## src/rtl/bus_arbiter_rr_pkg.sv

```systemverilog
// bus_arbiter_rr_pkg: burst bus types, arbiter FSM states and burst limits
package bus_arbiter_rr_pkg;
  localparam int BUS_ADDR_W    = 32;
  localparam int BUS_DATA_W    = 32;
  localparam int BUS_BEAT_W    = 4;
  localparam int BUS_MAX_BURST = 15;

  typedef logic [BUS_BEAT_W-1:0] beat_cnt_t;

  typedef struct packed {
    logic                    arvalid;
    logic [BUS_ADDR_W-1:0]   araddr;
    beat_cnt_t               rlen;
    logic                    rready;
    logic                    awvalid;
    logic [BUS_ADDR_W-1:0]   waddr;
    beat_cnt_t               wlen;
    logic                    wvalid;
    logic [BUS_DATA_W-1:0]   wdata;
    logic [BUS_DATA_W/8-1:0] wstrb;
    logic                    wlast;
    logic                    bready;
  } bus_query_req_t;

  // rready here is the slave's read-address accept, not a data handshake
  typedef struct packed {
    logic                  rready;
    logic                  rvalid;
    logic                  rlast;
    logic [BUS_DATA_W-1:0] rdata;
    logic                  awready;
    logic                  wready;
    logic                  bvalid;
  } bus_query_resp_t;

  typedef enum logic [1:0] {R_IDLE, R_ADDR, R_DATA} rd_state_t;
  typedef enum logic [1:0] {W_IDLE, W_ADDR, W_DATA, W_RESP} wr_state_t;
endpackage

```

## src/rtl/rr_picker.sv

```systemverilog
// rr_picker: one-hot winner search from a start pointer with wrap-around
module rr_picker #(
  parameter int N          = 3,
  parameter bit FIXED_PRIO = 1'b0,
  localparam int PW        = $clog2(N)
) (
  input  logic [N-1:0]  req_i,
  input  logic [PW-1:0] ptr_i,
  output logic [N-1:0]  gnt_o,
  output logic          valid_o
);
  logic [PW-1:0] start, idx, win;
  assign valid_o = |req_i;
  // scan from the farthest slot back so the nearest requester at or after start wins
  always_comb begin
    start = FIXED_PRIO ? '0 : ptr_i;
    idx   = '0;
    win   = '0;
    for (int i = N - 1; i >= 0; i--) begin
      idx = PW'((int'(start) + i) % N);
      win = req_i[idx] ? idx : win;
    end
    gnt_o = valid_o ? N'(1) << win : '0;
  end
endmodule

```

## src/rtl/bus_arbiter_rr.sv

```systemverilog
// bus_arbiter_rr: N-master to 1-slave burst arbiter with independent read and write channels
module bus_arbiter_rr
  import bus_arbiter_rr_pkg::*;
#(
  parameter int N_MASTERS  = 3,
  parameter bit FIXED_PRIO = 1'b0
) (
  input  logic                             clk,
  input  logic                             rst,
  input  bus_query_req_t  [N_MASTERS-1:0]  m_req,
  output bus_query_resp_t [N_MASTERS-1:0]  m_resp,
  output bus_query_req_t                   s_req,
  input  bus_query_resp_t                  s_resp,
  output logic            [N_MASTERS-1:0]  rd_grant,
  output logic            [N_MASTERS-1:0]  wr_grant,
  output logic                             proto_err
);
  localparam int PW = $clog2(N_MASTERS);

  rd_state_t            rd_state_q;
  wr_state_t            wr_state_q;
  logic [N_MASTERS-1:0] rd_grant_q, wr_grant_q, ar_req, aw_req, rd_win, wr_win;
  logic [PW-1:0]        rd_ptr_q, wr_ptr_q, rd_ptr_d, wr_ptr_d;
  logic [PW-1:0]        rd_idx, wr_idx, rd_win_idx, wr_win_idx;
  beat_cnt_t            rd_beats_q, wr_beats_q;
  logic                 proto_err_q, rd_any, wr_any;
  logic                 rd_addr, rd_data, wr_addr, wr_data, wr_resp;
  logic                 rd_beat, wr_beat, rd_err, wr_err, wr_done;
  bus_query_req_t       rd_m, wr_m;

  function automatic logic [PW-1:0] oh2idx(input logic [N_MASTERS-1:0] oh);
    oh2idx = '0;
    for (int i = 0; i < N_MASTERS; i++) oh2idx = oh[i] ? oh2idx | PW'(i) : oh2idx;
  endfunction

  assign rd_grant  = rd_grant_q;
  assign wr_grant  = wr_grant_q;
  assign proto_err = proto_err_q;

  // eligible requesters: zero-length bursts are never granted
  always_comb begin
    ar_req = '0;
    aw_req = '0;
    for (int i = 0; i < N_MASTERS; i++) begin
      ar_req[i] = m_req[i].arvalid && m_req[i].rlen != '0;
      aw_req[i] = m_req[i].awvalid && m_req[i].wlen != '0;
    end
  end

  rr_picker #(.N(N_MASTERS), .FIXED_PRIO(FIXED_PRIO)) u_rd_pick (
    .req_i(ar_req), .ptr_i(rd_ptr_q), .gnt_o(rd_win), .valid_o(rd_any)
  );

  rr_picker #(.N(N_MASTERS), .FIXED_PRIO(FIXED_PRIO)) u_wr_pick (
    .req_i(aw_req), .ptr_i(wr_ptr_q), .gnt_o(wr_win), .valid_o(wr_any)
  );

  // owner selection, handshake decode and next round-robin pointers
  always_comb begin
    rd_idx     = oh2idx(rd_grant_q);
    wr_idx     = oh2idx(wr_grant_q);
    rd_win_idx = oh2idx(rd_win);
    wr_win_idx = oh2idx(wr_win);
    rd_m       = m_req[rd_idx];
    wr_m       = m_req[wr_idx];
    rd_addr    = rd_state_q == R_ADDR;
    rd_data    = rd_state_q == R_DATA;
    wr_addr    = wr_state_q == W_ADDR;
    wr_data    = wr_state_q == W_DATA;
    wr_resp    = wr_state_q == W_RESP;
    rd_beat    = rd_data && s_resp.rvalid && rd_m.rready;
    wr_beat    = wr_data && wr_m.wvalid && s_resp.wready;
    rd_err     = rd_beat && (s_resp.rlast != (rd_beats_q == beat_cnt_t'(1)));
    wr_err     = wr_beat && (wr_m.wlast != (wr_beats_q == beat_cnt_t'(1)));
    wr_done    = wr_resp && s_resp.bvalid && wr_m.bready;
    rd_ptr_d   = FIXED_PRIO ? '0 : (rd_idx == PW'(N_MASTERS - 1) ? '0 : rd_idx + 1'b1);
    wr_ptr_d   = FIXED_PRIO ? '0 : (wr_idx == PW'(N_MASTERS - 1) ? '0 : wr_idx + 1'b1);
  end

  // read channel FSM: grant held from arbitration until the rlast beat
  always_ff @(posedge clk or posedge rst) begin
    if (rst) begin
      rd_state_q <= R_IDLE;
      rd_grant_q <= '0;
      rd_beats_q <= '0;
      rd_ptr_q   <= '0;
    end else begin
      case (rd_state_q)
        R_IDLE: if (rd_any) begin
          rd_grant_q <= rd_win;
          rd_beats_q <= m_req[rd_win_idx].rlen;
          rd_state_q <= R_ADDR;
        end
        R_ADDR: rd_state_q <= s_resp.rready ? R_DATA : R_ADDR;
        R_DATA: if (rd_beat) begin
          rd_beats_q <= s_resp.rlast || rd_beats_q == '0 ? '0 : rd_beats_q - 1'b1;
          rd_state_q <= s_resp.rlast ? R_IDLE : R_DATA;
          rd_grant_q <= s_resp.rlast ? '0 : rd_grant_q;
          rd_ptr_q   <= s_resp.rlast ? rd_ptr_d : rd_ptr_q;
        end
        default: rd_state_q <= R_IDLE;
      endcase
    end
  end

  // write channel FSM: grant held through the write response handshake
  always_ff @(posedge clk or posedge rst) begin
    if (rst) begin
      wr_state_q <= W_IDLE;
      wr_grant_q <= '0;
      wr_beats_q <= '0;
      wr_ptr_q   <= '0;
    end else begin
      case (wr_state_q)
        W_IDLE: if (wr_any) begin
          wr_grant_q <= wr_win;
          wr_beats_q <= m_req[wr_win_idx].wlen;
          wr_state_q <= W_ADDR;
        end
        W_ADDR: wr_state_q <= s_resp.awready ? W_DATA : W_ADDR;
        W_DATA: if (wr_beat) begin
          wr_beats_q <= wr_m.wlast || wr_beats_q == '0 ? '0 : wr_beats_q - 1'b1;
          wr_state_q <= wr_m.wlast ? W_RESP : W_DATA;
        end
        W_RESP: if (wr_done) begin
          wr_state_q <= W_IDLE;
          wr_grant_q <= '0;
          wr_ptr_q   <= wr_ptr_d;
        end
        default: wr_state_q <= W_IDLE;
      endcase
    end
  end

  // sticky burst-length mismatch flag from either channel
  always_ff @(posedge clk or posedge rst) begin
    if (rst) proto_err_q <= 1'b0;
    else proto_err_q <= proto_err_q | rd_err | wr_err;
  end

  // pass-through muxes steered by the registered grants; idle fields stay 0
  always_comb begin
    s_req         = '0;
    m_resp        = '0;
    s_req.arvalid = rd_addr && rd_m.arvalid;
    s_req.araddr  = rd_addr ? rd_m.araddr : '0;
    s_req.rlen    = rd_addr ? rd_m.rlen : '0;
    s_req.rready  = rd_data && rd_m.rready;
    s_req.awvalid = wr_addr && wr_m.awvalid;
    s_req.waddr   = wr_addr ? wr_m.waddr : '0;
    s_req.wlen    = wr_addr ? wr_m.wlen : '0;
    s_req.wvalid  = wr_data && wr_m.wvalid;
    s_req.wdata   = wr_data ? wr_m.wdata : '0;
    s_req.wstrb   = wr_data ? wr_m.wstrb : '0;
    s_req.wlast   = wr_data && wr_m.wlast;
    s_req.bready  = wr_resp && wr_m.bready;
    for (int i = 0; i < N_MASTERS; i++) begin
      m_resp[i].rready  = rd_grant_q[i] && rd_addr && s_resp.rready;
      m_resp[i].rvalid  = rd_grant_q[i] && rd_data && s_resp.rvalid;
      m_resp[i].rlast   = rd_grant_q[i] && rd_data && s_resp.rlast;
      m_resp[i].rdata   = rd_grant_q[i] && rd_data ? s_resp.rdata : '0;
      m_resp[i].awready = wr_grant_q[i] && wr_addr && s_resp.awready;
      m_resp[i].wready  = wr_grant_q[i] && wr_data && s_resp.wready;
      m_resp[i].bvalid  = wr_grant_q[i] && wr_resp && s_resp.bvalid;
    end
  end
endmodule

```

## config.mk

```make
export PLATFORM = sky130hd
export DESIGN_NAME = bus_arbiter_rr
export DESIGN_NICKNAME = d
export VERILOG_FILES = /design/src/rtl/bus_arbiter_rr_pkg.sv /design/src/rtl/rr_picker.sv /design/src/rtl/bus_arbiter_rr.sv
export SDC_FILE = /design/constraint.sdc
export NUM_CORES = 1
export LEC_CHECK = 0
export ABC_AREA = 1
export BUFFER_PORTS_ARGS = -buffer_cell sky130_fd_sc_hd__buf_2
export CELL_PAD_IN_SITES_DETAIL_PLACEMENT = 0
export CELL_PAD_IN_SITES_GLOBAL_PLACEMENT = 1
export CORE_AREA = 4 4 235 237
export CTS_BUF_LIST = sky130_fd_sc_hd__clkbuf_4 sky130_fd_sc_hd__clkbuf_8
export DETAILED_ROUTE_END_ITERATION = 6
export DIE_AREA = 0 0 239 241
export GPL_ROUTABILITY_DRIVEN = 0
export PLACE_DENSITY = 0.6
export SLEW_MARGIN = 5
export SYNTH_ARGS = -nofsm -noshare
export SYNTH_HDL_FRONTEND = slang
export SYNTH_SLANG_ARGS = --single-unit
```

## constraint.sdc

```tcl
create_clock -name clk -period 1.8 [get_ports clk]
set_input_delay 0.45 -clock clk [delete_from_list [all_inputs] [get_ports clk]]
set_output_delay 0.45 -clock clk [all_outputs]
set_load 0.01 [all_outputs]
```

==> results of run 1 <==
-- flip-flops by register name, indices dropped and copies added, names as in the netlist, named ones only --
| name | flops |
|---|---|
| proto_err | 1 |
| rd_beats_q | 4 |
| rd_grant | 3 |
| rd_ptr_q | 2 |
| rd_state_q | 2 |
| wr_beats_q | 4 |
| wr_grant | 3 |
| wr_ptr_q | 2 |
| wr_state_q | 1 |
-- cell usage in the layout (no fill, tap or decap), types with 5 or more instances in the layout --
cell type  instances
o21ai_0            8
nor2_4            46
buf_4             65
dfrtp_1           18
a21oi_1           19
buf_16            17
buf_6            137
dfrtp_2            5
nand2_2          120
nand3_2          100
buf_2            505
nand3_4           21
nand3_1           57
nand2_1          284
nand2_4           68
a31oi_1            5
inv_2             53
nand4_1            6
nand2_8            6
ha_1               9
nor3_1             5
clkbuf_16         13
nor2_1            95
buf_8             12
nor2_2             7
inv_1            149
buf_12            39
o211ai_1           9
-- worst register-to-register path: cells and delay by family (launching register included) --
family,cells,cell delay [ps]
AOI/OAI and AO/OA,3,530
buffers and inverters,5,580
DFF,1,470
and+or+nand+nor,3,290
-- routing by layer --
layer,GRT usage,share of wire,vias up
met2,0.351,0.56,579
met5,0,0,-
met4,0.0432,0.038,0
met1,0.175,0.33,5244
li1,-,-,5066
met3,0.0295,0.070,107
-- area by class of cell --
type | instances | area, sq um | share of cell area
timing repair buffer | 790 | 6380 | 0.436
sequential | 23 | 582 | 0.0398
tap | 696 | 871 | 0.0596
antenna | 2 | 5.00 | 0.000342
clock buffer | 4 | 48.8 | 0.00334
inverter | 209 | 828 | 0.0566
multi-input combinational | 891 | 5910 | 0.404
-- power by group through the flow --
stage | Clock, mW | Combinational, mW | Sequential (mW)
finish | 0.380 | 19.1 | 1.05
floorplan | 0 | 6.22 | 0.990
global placement | 0 | 11.7 | 1.02
global route | 0.421 | 20.4 | 1.08
detailed placement | 0 | 11.7 | 1.02
CTS | 0.400 | 16.0 | 1.02
-- timing repair --
item                                    CTS  global route
hold buffers                              0             0
endpoints found under the setup margin  245           248
setup buffers                            45            24
gates resized for setup                 351           473
pin swaps                                54            77
cloned                                   23            15
-- cell families after synthesis --
family	after synthesis
AND/OR/NAND/NOR	818
buffers and inverters	269
AO/OA/AOI/OAI	59
flip-flops	23
adder cells (fa/ha/maj)	10
XOR/XNOR	4
-- worst paths after layout --
check | depth (start not counted) | from | slack [ps] | endpoint
worst min register to register | 2 | proto_err | 530 | proto_err
worst min-delay path | 3 | rst | 210 | proto_err
min in group clk | 2 | s_resp[37] | 420 | rd_state_q[0]
worst max-delay path | 8 | wr_grant[2] | -390 | s_req[39]
worst max register to register | 11 | wr_grant[2] | -190 | wr_state_q[0]
max in group asynchronous | 3 | rst | 1280 | async pin
-- metrics by stage --
stage	setup slack (ps)	setup TNS [ps]	instance area, sq um
6_report	-390	-59460	14600
5_1_grt	-522	-81670	14600
4_1_cts	-431	-68310	12400
3_5_place_dp	-259	-9780	10000
3_3_place_gp	-262	-9200	10000
2_1_floorplan	-31.8	-635	5550
==> flow_summary_export.csv, run 1 <==
group,metric,value,unit
job,max-cap-violations,0,
synthesis,synthTopCellsByCount,"472 x nand2_1, 199 x inv_1, 175 x nand3_1",
die,fp.dieW,239,um
global_routing,grt-ovfl-total,0,
place,dp_hpwl,44.4,mm
pwr,p_comb_frac,0.930,
die,rows,85,
timing,hold_violations,0,
status,status,"finished with violations",
worst_setup_path,worstSetupStartpointType,"register",
pwr,seqPwrFrac,0.051,
die,die_y,241,um
status,failed_checks,"negative setup slack",
synthesis,netlist.area_leader.share,0.319,
route,vias,11000,
timing,setup_viol,246,
worst_setup_path,crit_type,"reg -> out",
synthesis,yosys.area_share.simple,0.613,
synthesis,ys_ff_latch,23,
timing,rsz0062_at_grt,"yes",
worst_setup_path,cp-end-kind,"output port",
hold_path,min_path_type,"in -> async",
clocking,cts_inserted_buffers,3,
clocking,cts.sinks,23,
cells_and_area,nets,2310,
worst_setup_path,path_common_cell,"buf_6",
timing,slew_viol_final,0,
timing,max_slew_margin,0.750,
pwr,p_int,9.73,mW
synthesis,synthTopCellsByArea,"nand2_1 32%, nand3_1 16%, inv_1 13%, dfrtp_1 10%, nor2_1 9.5%",
synthesis,synth_top_family_by_area,"simple AND/OR/NAND/NOR gates",
synthesis,ys.flop_type,"dfrtp_1",
clocking,cts_tree,"built",
route,drt_pass1_iterations,5,
cells_and_area,final_util,0.274,
timing,skew,6.82,ps
timing,worst_pin_slew,375,ps
worst_setup_path,worst_path_max_delay_cell,"dfrtp_2",
pwr,p_leak,8.61,nW
die,die_area,57600,sq um
cells_and_area,syn_to_final_growth,164,%
timing,hold-worst-slack,211,ps
synthesis,synth_cells,1183,
clocking,clk_latency,280,ps
route,viasPerCell,4.20,
worst_setup_path,crit_arrival,1740,ps
synthesis,synth_xor_area_frac,0.00632,
pwr,power,20.5,mW
synthesis,yosys.area.top_type,"nand2_1",
worst_setup_path,critPathTopFamily,"buffers and inverters",
synthesis,synth_edf_count,0,
global_routing,grt_max_degree,38,
pwr,power_density,1400,nW/um^2
route,wire_per_inst,21.8,um
pwr,clkPwrFrac,0.019,
cells_and_area,final_cells,2615,
global_routing,grt_pass1_wl,73.2,mm
clocking,cts_max_path_buffers,2,
route,routed_wl,57.1,mm
synthesis,yosysMostFrequentCell,"nand2_1",
synthesis,yosysWarnings,0,
synthesis,syn_area,5550,sq um
cells_and_area,fillers,5924,
cells_and_area,drive_gt1_frac,0.643,
pwr,peakVddDrop,0.587,mV
global_routing,antenna_found_initial,10,
die,start_util,0.104,
route,drc,0,
timing,min_period_over_period,1.22,
clocking,clk_pin_slew_worst_paths,100,ps
global_routing,grtUsageTotal,0.170,
global_routing,first_global_vias,10900,
synthesis,async_flop_share,1.00,
route,drt_iter0_markers,466,
timing,max_freq,457,MHz
worst_setup_path,cp_cell_sequence,"buf_6, nand2_8, buf_6, buf_6, o211ai_1, nand2_1, inv_1, buf_6",
timing,fin_crit,2190,ps
synthesis,synth.avg_cell_area,4.69,sq um
pwr,power.share.switching,0.526,
route,detail-route-antenna-nets,0,
worst_setup_path,critPathMaxStageDelay,450,ps
synthesis,synth_compound_area_frac,0.0659,
place,place.port_buffers,616,
synthesis,synth-seq-area-share,0.104,
synthesis,synth.distinct_cells,35,
clocking,ctsRootBufferMaster,"clkbuf_8",
place,dp_cells,2513,
synthesis,synth_fa_ha_area_frac,0.0226,
worst_setup_path,cp_max_fo,4,
synthesis,syn-num-nets,1575,
die,ios,617,
pwr,p_sw,10.8,mW
timing,setup_ws,-390,ps
worst_setup_path,crit_buf_inv,5,
synthesis,synth_mux_area_frac,0,
die,core,53300,sq um
worst_setup_path,cp_data_required_time,1350,ps
clocking,cts.htree.levels,1,
No activity file was read; power rests on OpenSTA's default activity.
==> run 2, diff against run 1 <==
- CORE_AREA: 4 4 235 237 -> 2 2 239 241
- DIE_AREA: 0 0 239 241 -> 0 0 241 243
- PLACE_DENSITY: 0.6 -> 0.58
- SETUP_SLACK_MARGIN: default -> 0.05
==> flow_summary_export.csv, run 2 (same netlist as run 1, synthesis figures left out) <==
group,metric,value,unit
status,status,"finished with violations",
status,failed_checks,"negative setup slack",
route,vias,10600,
worst_setup_path,cp_data_required_time,1350,ps
pwr,p_comb_frac,0.925,
cells_and_area,fin_area,14300,sq um
die,die_area,58600,sq um
die,core,56000,sq um
clocking,hold_buffers,0,
worst_setup_path,worstSetupStartpointType,"register",
pwr,p_sw,10.2,mW
clocking,clk_pin_slew_worst_paths,100,ps
place,placed_area,10200,sq um
route,detail-route-antenna-nets,0,
global_routing,grt_max_degree,38,
pwr,seqPwrFrac,0.056,
cells_and_area,multi_input_area,5860,sq um
worst_setup_path,worst_path_max_delay_cell,"dfrtp_1",
clocking,cts.htree.levels,1,
cells_and_area,final_cells,2653,
timing,slew_viol_final,0,
worst_setup_path,crit_type,"reg -> out",
clocking,cts_max_path_buffers,2,
worst_setup_path,cp_max_fo,8,
timing,max_slew_margin,0.666,
place,dp_hpwl,41.8,mm
die,start_util,0.0991,
cells_and_area,final_util,0.256,
timing,skew,2.61,ps
place,dp_cells,2583,
pwr,clkPwrFrac,0.020,
cells_and_area,top_regs,"rd_beats_q (4), wr_beats_q (4)",
clocking,cts_inserted_buffers,3,
clocking,ctsRootBufferMaster,"clkbuf_8",
route,routed_wl,53.8,mm
timing,tns,-56940,ps
pwr,power.share.switching,0.541,
route,drt_pass1_iterations,5,
hold_path,min_path_type,"in -> async",
worst_setup_path,cp_cell_sequence,"inv_2, nor2_4, buf_12, clkbuf_16, buf_6, nand2_2, o211ai_1, nand2_1, inv_1, buf_6",
route,viasPerCell,3.98,
worst_setup_path,path_common_cell,"buf_6",
global_routing,grt-ovfl-total,0,
worst_setup_path,rrSetupSlack,-240,ps
pwr,p_int,8.67,mW
clocking,cts.sinks,23,
clocking,cts_tree,"built",
cells_and_area,nets,2287,
place,place.port_buffers,616,
die,rows,87,
die,fp.dieW,241,um
cells_and_area,layout_commonest_cell,"buf_2",
timing,max_freq,455,MHz
cells_and_area,drive_gt1_frac,0.617,
timing,min_period_over_period,1.22,
timing,rsz0062_at_grt,"yes",
timing,worst_pin_slew,501,ps
die,die_y,243,um
worst_setup_path,cp-end-kind,"output port",
global_routing,grt_pass1_wl,65.8,mm
job,max-cap-violations,0,
timing,setup_ws,-400,ps
route,drt_iter0_markers,468,
cells_and_area,syn_to_final_growth,158,%
timing,setup_viol,239,
cells_and_area,fillers,6330,
global_routing,antenna_found_initial,7,
global_routing,first_global_vias,10200,
pwr,peakVddDrop,0.571,mV
cells_and_area,seq_area,582,sq um
route,wire_per_inst,20.3,um
clocking,clk_latency,280,ps
worst_setup_path,critPathMaxStageDelay,430,ps
timing,fin_crit,2200,ps
worst_setup_path,crit_arrival,1750,ps
pwr,p_leak,8.19,nW
die,ios,617,
pwr,power_density,1320,nW/um^2
global_routing,grtUsageTotal,0.152,
timing,hold_violations,0,
route,drc,0,
cells_and_area,final_cell_mix,"466 x buf_2, 354 x nand2_1, 178 x buf_6, 156 x inv_1, 98 x nor2_4",
==> run 2: metal layers <==
metal	vias up	GRT usage	wire, um
met2	520	0.313	29600
li1	5022	-	-
met5	-	0	0
met3	84	0.0288	3620
met1	4945	0.152	18200
met4	0	0.0370	2360
==> run 2: metrics by stage <==
step | setup slack, ps | total power [mW] | hold slack [ps]
after global placement | -132 | 12.8 | 474
after detailed placement | -138 | 12.8 | 472
after CTS | -430 | 14.8 | 219
after floorplan | 42.6 | 7.23 | 452
after global routing | -514 | 20.3 | 244
final | -400 | 18.9 | 223
==> run 2: power groups by stage <==
stage | clock (mW) | combinational (mW) | sequential [mW]
6_report | 0.375 | 17.5 | 1.05
5_1_grt | 0.421 | 18.8 | 1.08
4_1_cts | 0.407 | 13.3 | 1.03
3_5_place_dp | 0 | 11.8 | 1.03
3_3_place_gp | 0 | 11.8 | 1.02
2_1_floorplan | 0 | 6.24 | 0.990
==> run 2: final cells by class <==
cell class	count	share of cell area
Clock buffer	4	0.00341
Tap cell	756	0.0660
Multi-Input combinational cell	892	0.409
Antenna cell	3	0.000524
Timing Repair Buffer	766	0.423
Inverter	209	0.0575
Sequential cell	23	0.0406
==> run 2: worst max-delay path: cells and delay by family, from the launching register on <==
| family | cells | cell delay [ps] |
|---|---|---|
| DFF | 1 | 430 |
| AOI/OAI and AO/OA | 1 | 90 |
| and+or+nand+nor | 3 | 280 |
| buffers and inverters | 6 | 670 |
==> run 2: path summary, 6_finish.rpt <==
path,startpoint,to,depth (start not counted)
max,wr_grant[1],s_req[39],10
min,rst,proto_err,3
max reg2reg,rd_grant[2],rd_beats_q[3],15
min reg2reg,proto_err,proto_err,2
max in group asynchronous,rst,wr_state_q[0],3
min in group clk,s_resp[37],rd_state_q[0],2
==> run 2: timing repair <==
| action | 4_1_cts | 5_1_grt |
|---|---|---|
| endpoints found under the setup margin | 246 | 251 |
| pin swaps | 12 | 61 |
| cloned | 7 | 20 |
| setup buffers | 10 | 31 |
| resized for setup | 154 | 658 |
